File: config.mk
export PLATFORM = sky130hd
export DESIGN_NAME = onehot_encoder_seq
export DESIGN_NICKNAME = d
export VERILOG_FILES = /design/src/rtl/onehot_encoder_seq.sv
export SDC_FILE = /design/constraint.sdc
export NUM_CORES = 1
export LEC_CHECK = 0
export BUFFER_PORTS_ARGS = -buffer_cell sky130_fd_sc_hd__buf_2
export CAP_MARGIN = 15
export CORE_MARGIN = 5
export CORE_UTILIZATION = 31
export DETAILED_ROUTE_END_ITERATION = 12
export HOLD_SLACK_MARGIN = 0.08
export PLACE_DENSITY = 0.59
export RECOVER_POWER = 25
export SLEW_MARGIN = 20
export SYNTH_ARGS = -nofsm -noshare
export SYNTH_HDL_FRONTEND = slang
export SYNTH_SLANG_ARGS = --single-unit
File: constraint.sdc
create_clock -name clk -period 11.4 [get_ports clk]
set_input_delay 2.28 -clock clk [delete_from_list [all_inputs] [get_ports clk]]
set_output_delay 2.28 -clock clk [all_outputs]
set_load 0.005 [all_outputs]
File: src/rtl/onehot_encoder_seq.sv
// onehot_encoder_seq: takes a multi-hot vector and hands out the binary index
// of every set line, lowest index first, one index per output handshake.
// A vector is held until its last index is taken. Only then is a new one accepted.
//
// Handshake semantics (both sides): a transfer happens on a rising clk edge
// where valid && ready are both high. The producer must hold in_vec and
// in_valid stable until in_ready is seen. out_bin and out_last stay stable
// while out_valid && !out_ready. Every output comes from a flop, so there is
// no combinational path from any input to any output.
module onehot_encoder_seq #(
  parameter int BINBUSWIDTH = 5
) (
  input  logic                        clk,
  input  logic                        rst_n,
  input  logic                        in_valid,
  output logic                        in_ready,
  input  logic [2**BINBUSWIDTH-1:0]   in_vec,
  output logic                        out_valid,
  input  logic                        out_ready,
  output logic [BINBUSWIDTH-1:0]      out_bin,
  output logic                        out_last,
  output logic                        empty_pulse
);

  localparam int VECW = 2**BINBUSWIDTH;
  localparam logic [VECW-1:0] ONE = VECW'(1);

  typedef enum logic {IDLE, EMIT} state_t;

  state_t            state;
  state_t            state_nxt;
  logic [VECW-1:0]   pend;
  logic [VECW-1:0]   pend_nxt;
  logic              empty_nxt;

  // Priority encoder: the scan runs from the top bit down, so the lowest set bit is the last to write idx and wins.
  function automatic logic [BINBUSWIDTH-1:0] lowest_index(input logic [VECW-1:0] v);
    logic [BINBUSWIDTH-1:0] idx;
    idx = '0;
    for (int i = VECW - 1; i >= 0; i--) begin
      if (v[i]) idx = BINBUSWIDTH'(i);
    end
    return idx;
  endfunction

  // The vector has exactly one bit set.
  function automatic logic single_bit(input logic [VECW-1:0] v);
    return (v != '0) && ((v & (v - ONE)) == '0);
  endfunction

  // Next state and next pending set. The outputs are then registered from these values.
  always_comb begin
    state_nxt = state;
    pend_nxt  = pend;
    empty_nxt = 1'b0;
    case (state)
      IDLE: begin
        if (in_valid) begin
          if (in_vec != '0) begin
            pend_nxt  = in_vec;
            state_nxt = EMIT;
          end else begin
            empty_nxt = 1'b1;
          end
        end
      end
      EMIT: begin
        if (out_ready) begin
          // Clear the lowest set bit, which is the index being taken now.
          pend_nxt = pend & (pend - ONE);
          if (out_last) state_nxt = IDLE;
        end
      end
      default: begin
        state_nxt = IDLE;
        pend_nxt  = '0;
      end
    endcase
  end

  // State, pending set and all outputs update together, so the outputs always describe the current pend.
  always_ff @(posedge clk or negedge rst_n) begin
    if (!rst_n) begin
      state       <= IDLE;
      pend        <= '0;
      in_ready    <= 1'b1;
      out_valid   <= 1'b0;
      out_bin     <= '0;
      out_last    <= 1'b0;
      empty_pulse <= 1'b0;
    end else begin
      state       <= state_nxt;
      pend        <= pend_nxt;
      empty_pulse <= empty_nxt;
      in_ready    <= (state_nxt == IDLE);
      out_valid   <= (state_nxt == EMIT);
      out_bin     <= (state_nxt == EMIT) ? lowest_index(pend_nxt) : '0;
      out_last    <= (state_nxt == EMIT) ? single_bit(pend_nxt) : 1'b0;
    end
  end

endmodule

==> results.json <==
{
  "maxCapViolations": 1,
  "final_util_pct": 37.1,
  "first_iter_violations": 249,
  "diodes": 0,
  "nNetsFinal": 398,
  "ant_nets": 0,
  "violations": "max-capacitance violations, max-slew violations",
  "grt_pass1_wl_um": 14300,
  "worstPathArrival_ns": 6.76,
  "start_kind": "input pin",
  "numCtsBuffers": 5,
  "io_buffers": 44,
  "final_cell_mix": "buf_2, dfrtp_1, inv_1",
  "whs_ns": 0.701,
  "syn_area_mm2": 0.00279,
  "synthSimpleGateAreaFrac_pct": 26.8,
  "cts_tree": "done",
  "r2r_setup_slack_ns": 7.03,
  "vias": 2676,
  "clock_skew_ns": 0.00631,
  "vdd_drop_max_uv": 82.6,
  "status": "finished, violations left",
  "drive_gt1_share_pct": 19.8,
  "multi_input_area_mm2": 0.00163,
  "synthFlopType": "dfrtp_1",
  "hold_viol_final": 0,
  "yosysWarnings": 0,
  "cts_setup_buffers": 0,
  "place_ws_ns": 4.54,
  "finalSetupTns_ns": 0,
  "crit_type": "in2reg",
  "fmax_ghz": 0.153,
  "numClockSinks": 41,
  "cts_resized": 0,
  "grt_setup_unrepaired": "no",
  "ys_ff_latch": 41,
  "drcViolationCount": 0,
  "clock-root-buffer": "clkbuf_8",
  "max_slew.worst_pin.slew_ns": 2.29,
  "synth.net_count": 350,
  "place_hpwl_um": 7060,
  "synth_mux_area_share_pct": 9.23,
  "grt_pass1_vias": 2642,
  "vias_per_cell": 5.68,
  "ys_types": 69,
  "drt_pre_antenna_iters": 5,
  "synth_edf_count": 0,
  "die_y_um": 105,
  "p_leak_nw": 1.74,
  "worst_slack_ns": 4.87,
  "synth_async_sr_flop_share_pct": 100,
  "ctsHtreeMaxLevel": 2,
  "hold_class": "reg2reg",
  "synth_fa_ha_area_share_pct": 0.358,
  "critical_path_required_ns": 11.63,
  "grt-ovfl-total": 0,
  "start_util_pct": 31.9,
  "gp_congestion": 0.907,
  "layout_commonest_cell": "buf_2",
  "nFillCells": 902,
  "period_minus_slack_ns": 6.53,
  "num_io_pins": 45,
  "synth_top_family_by_area": "simple AND/OR/NAND/NOR gates",
  "seq_area_mm2": 0.00103,
  "clock_latency_ns": 0.29,
  "synth-seq-area-share_pct": 36.8,
  "finalMaxSlewViolations": 42,
  "post_synth_xor_area_fraction_pct": 0,
  "pwr_density_cell_mw_per_mm2": 286,
  "cts_hold_buf": 0,
  "antenna_found_initial": 0,
  "synth-compound-area-share_pct": 22.0,
  "grt_use_total_pct": 16.0,
  "avgRoutedWirePerCell_um": 18.7,
  "routed_wl_um": 8800,
  "max_slew_margin_pct": -52.9,
  "total_power_w": 0.000929,
  "synth_cells": 314,
  "core_area_mm2": 0.00876,
  "grt_max_degree": 42,
  "cts.path.max_buffers": 2,
  "dieWidth_um": 105,
  "crit_fanout": 21,
  "syn_area_per_cell_um2": 8.89,
  "cp-end-kind": "flip-flop",
  "period_share_pct": 57.2,
  "dieArea_mm2": 0.0110,
  "rows": 34,
  "clkTransAtPathRegs_ns": 0.08,
  "areaGrowthSynthToFinish_pct": 16.4,
  "setup-violations-final": 0
}
state kept, by name, summed over array words and instances (netlist names):
signal	flops
pend	32
out_bin	5
empty_pulse	1
in_ready	1
out_last	1
state	1
cells by family after synthesis:
kind of cell,count (synthesis)
AOI/OAI and AO/OA,85
adders and majority gates,1
buffers and inverters,33
DFF,41
muxes,25
and+or+nand+nor,129
final cells by class:
| cell class | instances | area share [%] |
|---|---|---|
| Clock buffer | 7 | 2.66 |
| Timing Repair Buffer | 46 | 7.20 |
| Sequential cell | 41 | 31.6 |
| Tap cell | 108 | 4.16 |
| Clock inverter | 1 | 0.924 |
| Multi-Input combinational cell | 240 | 50.2 |
| Inverter | 28 | 3.23 |
critical path: stages:
cell,delay (ns)
buf_2,0.11
nor4_1,0.43
nand4_1,0.35
o21ai_2,0.64
buf_4,0.41
mux2i_1,0.39
nand4_1,0.43
nor4_4,0.48
o221ai_2,0.17
a2111oi_2,0.32
o2111ai_1,0.17
a2111oi_2,0.35
o221a_1,0.21
power breakdown:
part	internal [W]	switching (W)
Sequential	0.000192	0.0000387
Clock	0.0000715	0.0000519
Combinational	0.000228	0.000347
routing by layer:
metal	routed length (µm)	track usage, %
met4	251	6.30
met1	4020	22.8
met2	4010	24.5
met3	522	2.22
met5	0	0
final timing paths:
kind | start | to | cells after the start
min reg2reg | pend[31] | pend[31] | 2
min in group asynchronous | rst_n | pend[26] | 1
min | pend[31] | pend[31] | 2
max | in_vec[18] | out_last | 13
max reg2reg | state | out_last | 11
max in group asynchronous | rst_n | out_bin[0] | 1
cells in the mapped netlist (all sizes together), types with 7 or more instances:
cell | n | share of area [%]
nor3 | 12 | 2.3
nand2 | 23 | 3.1
a21oi | 15 | 2.7
inv | 28 | 3.8
o21ai | 18 | 3.2
nor4 | 16 | 4.9
nand4 | 12 | 3.2
dfrtp | 40 | 36
nor2 | 28 | 3.9
and2 | 7 | 1.6
mux2i | 22 | 7.9
stage by stage:
stage | cells | area (µm²)
6_report | 471 | 3250
5_1_grt | 471 | 3250
4_1_cts | 471 | 3250
3_5_place_dp | 463 | 3140
3_3_place_gp | 463 | 3140
2_1_floorplan | 314 | 2790
(Power assumes the default switching activity.)
